[src/rtl/rr_arbiter16_low_en_pkg.sv]
// rr_arbiter16_low_en_pkg: shared types and sizes for the 16-way decoder arbiter
package rr_arbiter16_low_en_pkg;
    localparam int N_REQ = 16;
    localparam int IDX_W = 4;
    localparam int CNT_W = 8;
    typedef enum logic [1:0] {IDLE, GRANT, GAP} state_t;
endpackage

[src/rtl/rr_pick16.sv]
// rr_pick16: first set request bit after ptr, searching upward with wrap
module rr_pick16
    import rr_arbiter16_low_en_pkg::*;
(
    input  logic [N_REQ-1:0] req,
    input  logic [IDX_W-1:0] ptr,
    output logic             any,
    output logic [IDX_W-1:0] idx
);
    logic             found;
    logic [IDX_W-1:0] j;
    // k=1 checks ptr+1 first; k=N_REQ wraps back onto ptr itself as lowest priority
    always_comb begin
        idx   = '0;
        found = 1'b0;
        j     = '0;
        for (int k = 1; k <= N_REQ; k++) begin
            j = ptr + IDX_W'(k);
            if (!found && req[j]) begin
                idx   = j;
                found = 1'b1;
            end
        end
        any = |req;
    end
endmodule

[src/rtl/rr_arbiter16_low_en.sv]
// rr_arbiter16_low_en: round-robin owner of a shared active-low-enable 4-to-16 decoder
module rr_arbiter16_low_en
    import rr_arbiter16_low_en_pkg::*;
#(
    parameter int HOLD_MAX = 8
) (
    input  logic             clk,
    input  logic             rst_n,
    input  logic [N_REQ-1:0] req,
    output logic             dec_e,
    output logic [IDX_W-1:0] dec_w,
    output logic             gnt_valid,
    output logic             preempt
);
    state_t           state;
    logic [IDX_W-1:0] ptr;
    logic [CNT_W-1:0] cnt;
    logic             pick_any;
    logic [IDX_W-1:0] pick_idx;

    rr_pick16 u_pick (
        .req (req),
        .ptr (ptr),
        .any (pick_any),
        .idx (pick_idx)
    );

    // FSM with registered decoder drive; release wins over expiry so preempt only flags forced ends
    always_ff @(posedge clk or negedge rst_n) begin
        if (!rst_n) begin
            state     <= IDLE;
            dec_e     <= 1'b1;
            dec_w     <= '0;
            gnt_valid <= 1'b0;
            preempt   <= 1'b0;
            ptr       <= IDX_W'(N_REQ - 1);
            cnt       <= '0;
        end else begin
            case (state)
                IDLE, GAP: begin
                    preempt <= 1'b0;
                    if (pick_any) begin
                        state     <= GRANT;
                        dec_w     <= pick_idx;
                        dec_e     <= 1'b0;
                        gnt_valid <= 1'b1;
                        cnt       <= CNT_W'(1);
                    end else begin
                        state <= IDLE;
                    end
                end
                GRANT: begin
                    if (!req[dec_w] || cnt == CNT_W'(HOLD_MAX)) begin
                        state     <= GAP;
                        ptr       <= dec_w;
                        dec_e     <= 1'b1;
                        gnt_valid <= 1'b0;
                        preempt   <= req[dec_w];
                    end else begin
                        cnt <= cnt + CNT_W'(1);
                    end
                end
                default: state <= IDLE;
            endcase
        end
    end
endmodule

[config.mk]
export PLATFORM = sky130hd
export DESIGN_NAME = rr_arbiter16_low_en
export DESIGN_NICKNAME = d
export VERILOG_FILES = /design/src/rtl/rr_arbiter16_low_en_pkg.sv /design/src/rtl/rr_pick16.sv /design/src/rtl/rr_arbiter16_low_en.sv
export SDC_FILE = /design/constraint.sdc
export NUM_CORES = 1
export LEC_CHECK = 0
export ABC_AREA = 1
export CAP_MARGIN = 40
export CORE_MARGIN = 2
export CORE_UTILIZATION = 41
export CTS_BUF_LIST = sky130_fd_sc_hd__clkbuf_4 sky130_fd_sc_hd__clkbuf_8
export DETAILED_ROUTE_END_ITERATION = 7
export HOLD_SLACK_MARGIN = 0.08
export SLEW_MARGIN = 25
export SYNTH_ARGS = -nofsm -noshare
export SYNTH_HDL_FRONTEND = slang
export SYNTH_SLANG_ARGS = --single-unit
export TNS_END_PERCENT = 30
[constraint.sdc]
create_clock -name clk -period 3.6 [get_ports clk]
set_input_delay 0.54 -clock clk [delete_from_list [all_inputs] [get_ports clk]]
set_output_delay 0.54 -clock clk [all_outputs]
set_load 0.005 [all_outputs]
==> qor.txt <==
Via count -> 3223
Max capacitance violation total -> 0
Area added between synthesis and finish -> 14.3%
Final Max Slew Viols -> 0
Net count after synthesis -> 504
Violation count after the first detailed-route iteration -> 236
Drt first pass iters -> 5
Clock transition time at the flip-flop clock pins of the worst setup and hold paths -> 80 ps
Finish-stage setup viols -> 0
Worst-margin pin slew -> 534 ps
Summed instance area of the synthesized netlist -> 2840 sq um
Share of the cycle needed by the critical path after routing -> 90.1%
Starting density of the core -> 42.0%
Vias per cell -> 5.53
Fmax -> 308 MHz
Multi-input gate area -> 2040 sq um
Setup repair after global routing missed its margin -> true
Number of hold-slack violations in the final timing report -> 0
CTS tree -> yes
Adder-Cell Fraction of Synth Area -> 4.41%
Ys Warns -> 0
Commonest non-fill, non-tap cell in the layout -> sky130_fd_sc_hd__nand2_1
Antenna viol nets, final -> 0
Register area -> 532 sq um
Total global routing overflow -> 0
WL final -> 8680 microns
Number of cells in the finished layout apart from fillers -> 583
First-pass GRT wire length -> 14500 microns
Number of diodes added for antenna fixing -> 0
Arrival time of data at the critical path endpoint -> 3400 ps
Gate Count Post-Synth -> 476
XOR/XNOR Fraction of Synth Area -> 3.57%
DPL Wire Length -> 7130 microns
TritonCTS Buffers -> 3
Fraction of the yosys area taken by sequential cells -> 18.8%
Maximum fanout count along the critical path -> 16
Vert. Die Dim -> 87.2 microns
Status -> complete, no violations
Slew Limit Headroom -> 64.4%
IO Count -> 25
Tot GR Track Use -> 24.2%
Final total negative setup slack -> 0 ps
Root buffer cell -> sky130_fd_sc_hd__clkbuf_8
Fraction of final layout cells sized beyond drive strength 1 -> 9.54%
Mean area per synthesized cell -> 5.96 sq um
Num rows -> 30
Final-layout fill cell count -> 718
Sinks on Clock Net -> 21
DRC violations left -> 0
Portion of netlist area occupied by mux cells -> 0%
Type of the worst setup path -> flop to flop
Final worst path period need -> 3240 ps
Clock Latency Late Sink -> 260 ps
Placer Congestion -> 0.946
Initial antenna violation count -> 0
Area of the core region -> 6760 sq um
Endpoint required time on the critical path -> 3760 ps
Number of port buffers -> 24
Class of the tightest hold or removal check -> flop to flop
Depth of the CTS H-tree -> 1
Setup Buffers After CTS -> 0
Share of the synthesized area in compound gates (AO/OA/AOI/OAI) -> 9.66%
Register bit total from synthesis -> 21
Clock tree skew after final layout -> 2.20 ps
Fraction of the mapped netlist area in simple logic gates -> 53.9%
Clock tree buffer depth -> 2
Final routed wire length divided by cell count -> 14.9 microns
Largest family of logic cells by synthesized area -> simple AND/OR/NAND/NOR gates
Commonest cells after routing, fill and taps aside -> sky130_fd_sc_hd__nand2_1, sky130_fd_sc_hd__nand3_1, sky130_fd_sc_hd__inv_1
Area of the die -> 7600 sq um
Post-Place Cells -> 579
Sort of element at the start of the critical path -> flop
Distinct cell type count after synthesis -> 36
Pin count of the biggest net entering global routing -> 23
Number of nets in the layout -> 532
Via count of the first global-routing pass -> 3002
Kind of end point of the critical path -> flop
Die boundary width -> 87.2 microns
## sequential cells by signal, summed over array words and instances (netlist names)
| signal | flops |
|---|---|
| ptr | 4 |
| preempt | 1 |
| state | 2 |
| dec_e | 1 |
| cnt | 8 |
| gnt_valid | 1 |
| dec_w | 4 |
## worst max-delay path, cell delays in order, from the launching register on
cell	delay [ps]
sky130_fd_sc_hd__dfstp_2	630
sky130_fd_sc_hd__inv_1	80
sky130_fd_sc_hd__buf_4	210
sky130_fd_sc_hd__ha_1	320
sky130_fd_sc_hd__inv_1	240
sky130_fd_sc_hd__nand3_1	150
sky130_fd_sc_hd__nand2_1	110
sky130_fd_sc_hd__nand2_1	50
sky130_fd_sc_hd__nand2_1	150
sky130_fd_sc_hd__nor2_4	70
sky130_fd_sc_hd__nand4_1	130
sky130_fd_sc_hd__nor2_1	90
sky130_fd_sc_hd__nand2_1	130
sky130_fd_sc_hd__nor2_1	50
sky130_fd_sc_hd__nor2_1	100
sky130_fd_sc_hd__nand3_1	80
sky130_fd_sc_hd__nor2_1	90
sky130_fd_sc_hd__nand3_1	80
sky130_fd_sc_hd__nor2_1	120
sky130_fd_sc_hd__nand3_1	90
sky130_fd_sc_hd__nor2_1	120
sky130_fd_sc_hd__nor2_1	50
## per-layer routing
metal	global-route usage, %	vias to the layer above	share of wire (%)
met1	31.3	1462	44
li1	-	1656	-
met2	42.5	88	49
met3	2.65	17	4.3
met4	6.99	0	2.1
met5	0	-	0
## final timing paths
check	start	endpoint	slack, ps	cells after the start
setup / recovery	ptr[1]	dec_w[2]	360	21
hold / removal	dec_e	dec_e	470	2
setup reg to reg	ptr[1]	dec_w[2]	360	21
hold reg to reg	dec_e	dec_e	470	2
max in group asynchronous	rst_n	ptr[2]	2450	2
min in group asynchronous	rst_n	cnt[5]	620	1
## synthesized netlist by cell type
library cell / n / area, sq um
sky130_fd_sc_hd__o211ai_1: 4 / 30.0
sky130_fd_sc_hd__buf_2: 7 / 35.0
sky130_fd_sc_hd__dfrtp_1: 16 / 400
sky130_fd_sc_hd__and3_1: 1 / 6.26
sky130_fd_sc_hd__nor3b_1: 2 / 15.0
sky130_fd_sc_hd__nor2_2: 1 / 6.26
sky130_fd_sc_hd__and2_1: 1 / 6.26
sky130_fd_sc_hd__xnor2_1: 2 / 17.5
sky130_fd_sc_hd__clkbuf_1: 1 / 3.75
sky130_fd_sc_hd__nand3_2: 1 / 10.0
sky130_fd_sc_hd__ha_1: 10 / 125
sky130_fd_sc_hd__nor2_4: 4 / 45.0
sky130_fd_sc_hd__inv_2: 4 / 15.0
sky130_fd_sc_hd__buf_6: 3 / 33.8
sky130_fd_sc_hd__nor3_1: 8 / 40.0
sky130_fd_sc_hd__dfstp_2: 5 / 131
sky130_fd_sc_hd__o21ai_1: 6 / 30.0
sky130_fd_sc_hd__a21oi_2: 2 / 17.5
sky130_fd_sc_hd__inv_1: 48 / 180
sky130_fd_sc_hd__nand2_1: 122 / 458
sky130_fd_sc_hd__xor2_2: 3 / 48.8
sky130_fd_sc_hd__nand3_1: 107 / 536
sky130_fd_sc_hd__xor2_1: 4 / 35.0
sky130_fd_sc_hd__nor4_1: 5 / 31.3
sky130_fd_sc_hd__nor2_1: 45 / 169
sky130_fd_sc_hd__a22oi_1: 1 / 7.51
sky130_fd_sc_hd__nand4_4: 2 / 42.5
sky130_fd_sc_hd__nand2_2: 8 / 50.1
sky130_fd_sc_hd__nand4_1: 16 / 100
sky130_fd_sc_hd__o21a_1: 2 / 15.0
sky130_fd_sc_hd__a21oi_1: 15 / 75.1
sky130_fd_sc_hd__a211oi_1: 1 / 7.51
sky130_fd_sc_hd__nand4_2: 1 / 12.5
sky130_fd_sc_hd__buf_4: 1 / 7.51
sky130_fd_sc_hd__o21ai_0: 16 / 80.1
sky130_fd_sc_hd__a21boi_2: 1 / 11.3
## what timing repair did
item                                    CTS  global route
gates resized for setup                   0             1
endpoints found under the setup margin    0             2
hold buffers                              0             0
## kinds of logic (layout without fill, tap and decap cells)
group,Yosys count,count (layout)
buf+inv,64,91
fa+ha+maj,10,10
simple gates,324,324
xor+xnor,9,9
compound gates,48,48
flops,21,21
## stage by stage
step	instance area, sq um	util (%)	hold WS, ps	setup WS, ps
global route	3240	47.9	516	-8.62
finish	3240	47.9	471	357
detailed placement	3190	47.1	458	396
floorplan	2840	-	244	484
global placement	3170	46.9	455	425
CTS	3230	47.8	475	385
## area by class of cell
| cell class | count | area share [%] |
|---|---|---|
| Inverter | 52 | 6.03 |
| Clock buffer | 3 | 1.27 |
| Timing Repair Buffer | 35 | 10.2 |
| Tap cell | 80 | 3.09 |
| Multi-Input combinational cell | 391 | 62.8 |
| Clock inverter | 1 | 0.154 |
| Sequential cell | 21 | 16.4 |
Power is not shown: default switching activity piles up to over one toggle a cycle in this logic, so the estimate is an artifact.
